## config.mk

```make
export PLATFORM = sky130hd
export DESIGN_NAME = ps2_host_tx
export DESIGN_NICKNAME = d
export VERILOG_FILES = /design/src/rtl/ps2_pkg.sv /design/src/rtl/ps2_sync_filter.sv /design/src/rtl/ps2_host_tx.sv
export SDC_FILE = /design/constraint.sdc
export NUM_CORES = 1
export LEC_CHECK = 0
export ABC_AREA = 0
export CAP_MARGIN = 20
export CORE_MARGIN = 2
export CORE_UTILIZATION = 40
export CTS_CLUSTER_SIZE = 16
export DETAILED_ROUTE_END_ITERATION = 10
export SETUP_SLACK_MARGIN = 0.1
export SLEW_MARGIN = 0
export SYNTH_ARGS = -nofsm -noshare
export SYNTH_HDL_FRONTEND = slang
export SYNTH_SLANG_ARGS = --single-unit
```

## constraint.sdc

```tcl
create_clock -name clk_clk -period 3.4 [get_ports clk_clk]
set_input_delay 0.68 -clock clk_clk [delete_from_list [all_inputs] [get_ports clk_clk]]
set_output_delay 0.68 -clock clk_clk [all_outputs]
set_load 0.005 [all_outputs]
```

## src/rtl/ps2_pkg.sv

```systemverilog
// Shared PS/2 definitions: FSM state encoding, microsecond-to-cycle conversion and
// common mouse command bytes. Used by both the transmit and receive directions.
package ps2_pkg;

  typedef enum logic [2:0] {
    IDLE,
    INHIBIT,
    RTS,
    SHIFT,
    ACK,
    WAIT_IDLE,
    DONE,
    ERR
  } ps2_state_t;

  localparam logic [7:0] CMD_RESET  = 8'hFF;
  localparam logic [7:0] CMD_ENABLE = 8'hF4;

  // 64-bit math: 50 MHz * 15000 us overflows 32 bits before the divide.
  function automatic longint unsigned us_to_cyc(input longint unsigned clk_hz,
                                                input longint unsigned us);
    return (clk_hz * us) / 64'd1000000;
  endfunction

endpackage

```

## src/rtl/ps2_sync_filter.sv

```systemverilog
// Two-flop synchroniser followed by a stability filter for one open-drain PS/2 line.
// Emits the accepted level and a one-cycle strobe when that level goes 1->0.
module ps2_sync_filter #(
  parameter int unsigned FILT_LEN = 8
) (
  input  logic clk,
  input  logic rst_n,
  input  logic din,
  output logic level,
  output logic fall
);

  localparam int CW = $clog2(FILT_LEN + 1);

  logic          s1_reg;
  logic          s2_reg;
  logic          level_reg;
  logic          fall_reg;
  logic [CW-1:0] cnt_reg;

  // Lines idle high through the pull-ups, so everything resets to the released level.
  always_ff @(posedge clk or negedge rst_n) begin
    if (!rst_n) begin
      s1_reg    <= 1'b1;
      s2_reg    <= 1'b1;
      level_reg <= 1'b1;
      fall_reg  <= 1'b0;
      cnt_reg   <= '0;
    end else begin
      s1_reg   <= din;
      s2_reg   <= s1_reg;
      fall_reg <= 1'b0;
      if (s2_reg == level_reg) begin
        cnt_reg <= '0;
      end else if (cnt_reg == CW'(FILT_LEN - 1)) begin
        level_reg <= s2_reg;
        fall_reg  <= level_reg;
        cnt_reg   <= '0;
      end else begin
        cnt_reg <= cnt_reg + CW'(1);
      end
    end
  end

  assign level = level_reg;
  assign fall  = fall_reg;

endmodule

```

## src/rtl/ps2_host_tx.sv

```systemverilog
// PS/2 host-to-device transmitter: inhibits the bus, issues request-to-send and shifts
// one command byte plus odd parity out on device clock falls, then checks the ACK.
module ps2_host_tx
  import ps2_pkg::*;
#(
  parameter int unsigned CLK_HZ      = 50_000_000,
  parameter int unsigned INHIBIT_US  = 120,
  parameter int unsigned START_TO_US = 15000,
  parameter int unsigned FRAME_TO_US = 2000,
  parameter int unsigned FILT_LEN    = 8
) (
  input  logic       clk_clk,
  input  logic       reset_reset_n,
  input  logic [7:0] tx_data,
  input  logic       tx_valid,
  output logic       tx_ready,
  output logic       tx_busy,
  output logic       tx_done,
  output logic       tx_error,
  input  logic       ps2_clk_i,
  input  logic       ps2_dat_i,
  output logic       ps2_clk_oe,
  output logic       ps2_dat_oe
);

  localparam longint unsigned INH_CYC   = us_to_cyc(64'(CLK_HZ), 64'(INHIBIT_US));
  localparam longint unsigned START_CYC = us_to_cyc(64'(CLK_HZ), 64'(START_TO_US));
  localparam longint unsigned FRAME_CYC = us_to_cyc(64'(CLK_HZ), 64'(FRAME_TO_US));
  localparam longint unsigned MAX_CYC =
      (INH_CYC > START_CYC) ? ((INH_CYC > FRAME_CYC) ? INH_CYC : FRAME_CYC)
                            : ((START_CYC > FRAME_CYC) ? START_CYC : FRAME_CYC);
  localparam int TW = (MAX_CYC > 64'd1) ? $clog2(MAX_CYC) : 1;

  // The timer counts down to zero, so loads are one less than the interval length.
  localparam logic [TW-1:0] INH_LOAD   = TW'(INH_CYC - 64'd1);
  localparam logic [TW-1:0] START_LOAD = TW'(START_CYC - 64'd1);
  localparam logic [TW-1:0] FRAME_LOAD = TW'(FRAME_CYC - 64'd1);

  ps2_state_t    state_reg, state_next;
  logic [TW-1:0] timer_reg, timer_next;
  logic [8:0]    sr_reg, sr_next;
  logic [3:0]    bitcnt_reg, bitcnt_next;

  logic [1:0] line_pad;
  logic [1:0] line_level;
  logic [1:0] line_fall;
  logic       clk_level;
  logic       clk_fall;
  logic       dat_level;
  logic       unused_dat_fall;
  logic       timeout;

  // Index 0 is the clock line, index 1 the data line.
  assign line_pad = {ps2_dat_i, ps2_clk_i};

  for (genvar gi = 0; gi < 2; gi++) begin : g_line
    ps2_sync_filter #(
      .FILT_LEN(FILT_LEN)
    ) u_filt (
      .clk  (clk_clk),
      .rst_n(reset_reset_n),
      .din  (line_pad[gi]),
      .level(line_level[gi]),
      .fall (line_fall[gi])
    );
  end

  assign clk_level       = line_level[0];
  assign clk_fall        = line_fall[0];
  assign dat_level       = line_level[1];
  assign unused_dat_fall = line_fall[1];
  assign timeout         = (timer_reg == '0);

  always_ff @(posedge clk_clk or negedge reset_reset_n) begin
    if (!reset_reset_n) begin
      state_reg  <= IDLE;
      timer_reg  <= '0;
      sr_reg     <= '0;
      bitcnt_reg <= '0;
    end else begin
      state_reg  <= state_next;
      timer_reg  <= timer_next;
      sr_reg     <= sr_next;
      bitcnt_reg <= bitcnt_next;
    end
  end

  always_comb begin
    state_next  = state_reg;
    timer_next  = timer_reg;
    sr_next     = sr_reg;
    bitcnt_next = bitcnt_reg;
    unique case (state_reg)
      IDLE: begin
        if (tx_valid) begin
          sr_next     = {~^tx_data, tx_data};
          timer_next  = INH_LOAD;
          bitcnt_next = '0;
          state_next  = INHIBIT;
        end
      end
      INHIBIT: begin
        if (timeout) begin
          timer_next = START_LOAD;
          state_next = RTS;
        end else begin
          timer_next = timer_reg - TW'(1);
        end
      end
      RTS: begin
        if (timeout) begin
          state_next = ERR;
        end else if (clk_fall) begin
          timer_next  = FRAME_LOAD;
          bitcnt_next = '0;
          state_next  = SHIFT;
        end else begin
          timer_next = timer_reg - TW'(1);
        end
      end
      SHIFT: begin
        if (timeout) begin
          state_next = ERR;
        end else begin
          timer_next = timer_reg - TW'(1);
          // The fall after parity releases data for the stop bit.
          if (clk_fall) begin
            if (bitcnt_reg == 4'd8) state_next = ACK;
            else bitcnt_next = bitcnt_reg + 4'd1;
          end
        end
      end
      ACK: begin
        if (timeout) begin
          state_next = ERR;
        end else begin
          timer_next = timer_reg - TW'(1);
          if (clk_fall) state_next = dat_level ? ERR : WAIT_IDLE;
        end
      end
      WAIT_IDLE: begin
        if (timeout) begin
          state_next = ERR;
        end else begin
          timer_next = timer_reg - TW'(1);
          if (clk_level && dat_level) state_next = DONE;
        end
      end
      DONE:    state_next = IDLE;
      ERR:     state_next = IDLE;
      default: state_next = IDLE;
    endcase
  end

  // Decoded straight from state so an asynchronous reset releases both lines at once.
  always_comb begin
    tx_ready   = (state_reg == IDLE);
    tx_busy    = (state_reg != IDLE);
    tx_done    = (state_reg == DONE);
    tx_error   = (state_reg == ERR);
    ps2_clk_oe = (state_reg == INHIBIT);
    ps2_dat_oe = 1'b0;
    if (state_reg == RTS)   ps2_dat_oe = 1'b1;
    if (state_reg == SHIFT) ps2_dat_oe = ~sr_reg[bitcnt_reg];
  end

endmodule

```

==> results of run 1 <==
-- cells in the final DEF, fill, tap and decap left out, types with 3 or more instances in the layout --
cell             count
o21ai_1              5
xnor2_1             12
nor4_1               6
dfstp_2              6
o21ai_0              7
ha_1                 6
nor2_1              22
dfrtp_1             45
or4_1                4
a22oi_1              9
o31ai_1              5
buf_4                6
inv_1               15
clkdlybuf4s50_1     17
a21oi_1             17
nor2b_1              4
a22o_1               5
nor3_1              19
a211o_1              3
o22ai_1              7
clkbuf_8             5
nand3_1              9
nand2_1             14
nand2b_1             4
and3b_1              3
or3_1                4
mux2_2              11
and2_1               3
nor3b_1              3
-- layout make-up --
cell class              count  share of cell area
clock inverters             2             0.01083
clock buffers               6             0.02095
flip-flops and latches     51              0.3705
multi-input cells         230              0.4763
well taps                  99             0.03575
inverters                  15             0.01625
repair buffers             25             0.06934
-- cells by family after synthesis --
logic type / count (synthesis) / synth area share
multiplexers: 14 / 0.05856
buffers and inverters: 30 / 0.03972
AND/OR/NAND/NOR: 110 / 0.2048
flip-flops: 51 / 0.4201
AO/OA/AOI/OAI: 86 / 0.2121
adder cells (fa/ha/maj): 6 / 0.02457
XOR/XNOR: 14 / 0.04013
-- worst register-to-register path: stages, from the launching register on --
cell	delay, ps
dfrtp_1	440
inv_1	110
ha_1	150
or4b_2	640
or4_4	580
o31ai_4	420
a22oi_1	160
a211o_1	240
-- path summary, 6_finish.rpt --
check	slack (ps)	depth (start not counted)	startpoint	to
setup / recovery	370	6	bitcnt_reg[0]$_DFFE_PN0P_	ps2_dat_oe
hold / removal	360	0	g_line[1].u_filt.s1_reg$_DFF_PN1_	g_line[1].u_filt.s2_reg$_DFF_PN1_
setup reg to reg	540	7	timer_reg[0]$_DFFE_PN0P_	timer_reg[19]$_DFFE_PN0P_
hold reg to reg	360	0	g_line[1].u_filt.s1_reg$_DFF_PN1_	g_line[1].u_filt.s2_reg$_DFF_PN1_
max in group asynchronous	2300	3	reset_reset_n	g_line[0].u_filt.s2_reg$_DFF_PN1_
min in group asynchronous	370	1	reset_reset_n	sr_reg[1]$_DFFE_PN0P_
-- cells in the mapped netlist, types with 4 or more instances --
library cell  instances  area (um2)
a21oi_1              17       85.08
a22o_1                5       43.79
a22oi_1               9       67.56
clkbuf_1             13       48.80
dfrtp_1              45        1126
dfstp_2               6       157.7
ha_1                  6       75.07
inv_1                15       56.30
mux2_2               11       123.9
nand2_1              14       52.55
nand2b_1              4       25.02
nand3_1               9       45.04
nor2_1               22       82.58
nor2b_1               4       25.02
nor3_1               19       95.09
nor4_1                6       37.54
o21ai_0               7       35.03
o21ai_1               5       25.02
o22ai_1               7       43.79
o31ai_1               5       37.54
or3_1                 4       25.02
or4_1                 4       30.03
xnor2_1              12       105.1
-- metal layers --
layer / share of wire / vias to the layer above / wire length [um]
li1: - / 1209 / -
met1: 0.49 / 1229 / 3280
met2: 0.47 / 49 / 3150
met3: 0.031 / 7 / 211
met4: 0.013 / 0 / 87
met5: 0 / - / 0
-- through the flow --
step,hold WS (ps),util,area [um2],power (mW)
floorplan,345.2,-,3055,1.761
global placement,347.0,0.4549,3334,2.098
detailed placement,348.2,0.4576,3354,2.110
CTS,362.3,0.4726,3465,2.539
global route,370.7,0.4726,3465,2.721
finish,359.6,0.4726,3465,2.522
-- power by group through the flow --
stage	Sequential [mW]	Combinational, mW	Clock, mW
6_report	1.02	1.08	0.413
5_1_grt	1.06	1.20	0.463
4_1_cts	1.02	1.08	0.435
3_5_place_dp	1.03	1.08	0
3_3_place_gp	1.03	1.07	0
2_1_floorplan	0.910	0.852	0
==> flow_summary.toml, run 1 <==
[run_status]
status = "finished, final reports clean"

[setup_path]
crit_path_max_incr_delay_ps = 520
crit_slowest_cell = "clkdlybuf4s50_1"
crit_type = "flop to primary output"
required_ps = 2720
cp_cell_sequence = "mux4_2, nor2b_1, a41oi_1, o21ai_0, a21oi_1, clkdlybuf4s50_1"
crit_buf_inv = 1
arrival_ps = 2350
worstPathMaxFanout = 5
cp-start-kind = "flop"
critPathTopFamily = "buffers and inverters"
critPathCaptureType = "primary output"

[clocking]
post-cts-setup-buffers = 0
clk_pin_slew_ps = 90
cts_buffers = 5
clock-root-buffer = "clkbuf_8"
cts_sinks = 51
clock_latency_ps = 300
cts_buffer_depth = 2
cts_tree = "built"
cts_max_level = 2
cts.hold.buffers_added = 0
cts.repair.resized = 0

[grt]
grt_util_met1 = 0.2428
grt_pass1_vias = 2420
grt_pass1_wl_um = 11740
grt_use_met3 = 0.02822
grt_use_met2 = 0.2635
antenna_found_initial = 0
global_route.peak_usage_layer = "met2"
grt_max_degree = 26
grt_usage = 0.1704
grt_overflow = 0

[synthesis]
ys.flop_type = "dfrtp_1"
syn_inst = 311
async_reset_ff_frac = 1.000
syn_nets = 330
ys_warn_count = 0
yosysSeqAreaShare = 0.4201
syn_area_per_cell_um2 = 9.825
syn-cell-area_mm2 = 0.003055
synth-seq-cells = 51
ys_types = 65
synth_edf_count = 0

[timing]
rsz0062_at_grt = "no"
fin_ws_ps = 369.0
slew_headroom = 0.4169
max_freq_ghz = 0.3299
final.min_clock_period_ps = 3031
setup_viol = 0
finalCritPeriodShare = 0.8915
maxSlewViolCount = 0
setup-tns-final_ps = 0
worst_pin_slew_ps = 868.8
report.final.hold_viol_count = 0
fin_worst_skew_ps = 10.31

[power]
ir_drop_uv = 285.0
power_frac_seq = 0.406
pwr-share-clk = 0.164
power.net_switching_mw = 1.014
combPwrFrac = 0.430
power_switching_share = 0.4019
p_leak_nw = 1.389
power_density_mw_per_mm2 = 728.0
internal_power_mw = 1.508

[routing]
drtIter0Drc = 168
avgRoutedWirePerCell_um = 15.72
routed_wl_um = 6730
drt_pass1_iterations = 5
dr_total_vias = 2494
ant_nets = 0
drc_errors = 0
viasPerCell = 5.827

[worst_hold_path]
hold_class = "flop to flop"

[die]
core.rowCount = 31
die-area_mm2 = 0.008354
die_y_um = 91.40
start_util = 0.4168
die_w_um = 91.40
core-area_mm2 = 0.007331
pin_count = 19

[finish]
finalNonFillerCells = 428
regArea_mm2 = 0.001284
multiInputGateArea_mm2 = 0.001650
drive_gt1_frac = 0.1550
n_antenna_cell = 0
n_fill_cell = 699
largest_reg_flops = 20
final_nets = 347
area_growth_pct = 13.39

[placed_design]
detailed_place_hpwl_um = 4949
place_ws_ps = 576.1
dpl.cell_count = 420
gp_congestion = 0.8403
numPortBuffers = 18

[flow_run]
drv_cap = 0
(Power assumes the default switching activity.)
==> run 2, diff against run 1 <==
--- a/config.mk
+++ b/config.mk
@@ -9,2 +9,3 @@
 export CAP_MARGIN = 20
+export CORE_ASPECT_RATIO = 1.25
 export CORE_MARGIN = 2
@@ -13,3 +14,3 @@
 export DETAILED_ROUTE_END_ITERATION = 10
-export SETUP_SLACK_MARGIN = 0.1
+export SETUP_SLACK_MARGIN = 0.15
 export SLEW_MARGIN = 0
==> constraint.sdc (replaced) <==
create_clock -name clk_clk -period 3.4 [get_ports clk_clk]
set_input_delay 1.02 -clock clk_clk [delete_from_list [all_inputs] [get_ports clk_clk]]
set_output_delay 1.02 -clock clk_clk [all_outputs]
set_load 0.005 [all_outputs]
==> run 2 against run 1 <==
Core utilization shrank 0.60 points; worst hold slack better by 0.56 ps; highest routed layer unchanged; maximum frequency increased by 0.28%; global-route usage increased by 1.0 points; largest cell class unchanged; cell area down 0.33%; die area barely moved; critical endpoint unchanged; combinational power grew 7%; flip-flop and latch count is the same; power is essentially flat.
==> flow_summary.toml, run 2 (synthesis results as in run 1) <==
[setup_path]
crit_path_max_incr_delay_ps = 480
critPathTopFamily = "multiplexers"
crit_slowest_cell = "mux4_2"
crit_type = "flop to primary output"
r2r_cells = 7
cp_cell_sequence = "mux4_2, nor2b_1, a41oi_1, o21ai_0, a21oi_1, dlygate4sd2_1"
worst-path-stages = 6
arrival_ps = 2000
cp-start-kind = "flop"
worstPathMaxFanout = 2
required_ps = 2380
critPathCaptureType = "primary output"
crit_buf_inv = 1

[finish]
fin_util = 0.4666
final_common_cell = "dfrtp_1"
n_antenna_cell = 0
finish.instance_area_mm2 = 0.003453
n_fill_cell = 703
finalNonFillerCells = 424
final_cell_mix = "44 x dfrtp_1, 22 x nor2_1, 19 x nor3_1"
final_nets = 350
area_growth_pct = 13.02
largest_reg_flops = 20
drive_gt1_frac = 0.1687

[timing]
whs_ps = 360.2
rsz0062_at_grt = "no"
worst_pin_slew_ps = 829.4
report.final.hold_viol_count = 0
max_freq_ghz = 0.3308
slew_headroom = 0.4457
finalCritPeriodShare = 0.8890
setup_viol = 0
fin_ws_ps = 377.5
final.min_clock_period_ps = 3023
maxSlewViolCount = 0
setup-tns-final_ps = 0
fin_worst_skew_ps = 11.21

[grt]
grt_overflow = 0
grt_pass1_vias = 2427
grt_max_degree = 33
grt_pass1_wl_um = 11820
antenna_found_initial = 0
grt_usage = 0.1808

[routing]
avgRoutedWirePerCell_um = 16.70
viasPerCell = 5.847
ant_nets = 0
drc_errors = 0
dr_total_vias = 2479
routed_wl_um = 7081
drtIter0Drc = 118
drt_pass1_iterations = 4

[placed_design]
dpl.cell_count = 415
numPortBuffers = 18
place_ws_ps = 335.7
detailed_place.area_mm2 = 0.003348
detailed_place_hpwl_um = 5179
gp_congestion = 0.9031

[die]
start_util = 0.4128
die_y_um = 101.7
pin_count = 19
die_w_um = 82.17
core-area_mm2 = 0.007401
die-area_mm2 = 0.008358
core.rowCount = 35

[clocking]
cts_buffer_depth = 2
clock_latency_ps = 310
cts_max_level = 2
cts_buffers = 5
clock-root-buffer = "clkbuf_8"
cts_tree = "built"
cts_sinks = 51
clk_pin_slew_ps = 110

[worst_hold_path]
min_path_cells = 0
hold_class = "flop to flop"

[flow_run]
drv_cap = 0

[power]
p_leak_nw = 1.400
ir_drop_uv = 326.9
finalPower_mw = 2.524
power_density_mw_per_mm2 = 730.8

[run_status]
status = "finished, final reports clean"
run 2: final timing paths:
check                                                  startpoint                           endpoint  slack (ps)
worst max-delay path                    bitcnt_reg[0]$_DFFE_PN0P_                         ps2_dat_oe         380
worst min-delay path            g_line[0].u_filt.s1_reg$_DFF_PN1_  g_line[0].u_filt.s2_reg$_DFF_PN1_         360
worst max register to register           timer_reg[0]$_DFFE_PN0P_          timer_reg[17]$_DFFE_PN0P_         550
worst min register to register  g_line[0].u_filt.s1_reg$_DFF_PN1_  g_line[0].u_filt.s2_reg$_DFF_PN1_         360
max in group asynchronous                           reset_reset_n  g_line[0].u_filt.s1_reg$_DFF_PN1_        2320
min in group asynchronous                           reset_reset_n          timer_reg[10]$_DFFE_PN0P_         670
run 2: power by group:
part | leakage (nW) | total, mW | switching, mW | internal, mW
logic | 0.723 | 1.16 | 0.655 | 0.510
clock network | 0.0502 | 0.381 | 0.228 | 0.153
registers | 0.627 | 0.978 | 0.187 | 0.790
total | 1.40 | 2.52 | 1.07 | 1.45
run 2: area by class of cell:
type                       count  area [um2]  share of cell area
sequential                    51        1285              0.3721
multi-input combinational    230        1650              0.4779
inverter                      15       56.30             0.01630
tap                           92       115.1             0.03333
clock buffer                   5       68.82             0.01993
clock inverter                 3       28.78            0.008333
timing repair buffer          28       249.0             0.07210
run 2: routing by layer:
layer  track usage  share of wire
met2        0.3146           0.51
met4       0.03974          0.011
met1        0.2360           0.45
met5             0              0
met3       0.02674          0.024
run 2: repair_timing:
action,4_1_cts,5_1_grt
resized for setup,2,0
endpoints found under the setup margin,1,0
buffers inserted,1,0
hold buffers,0,0
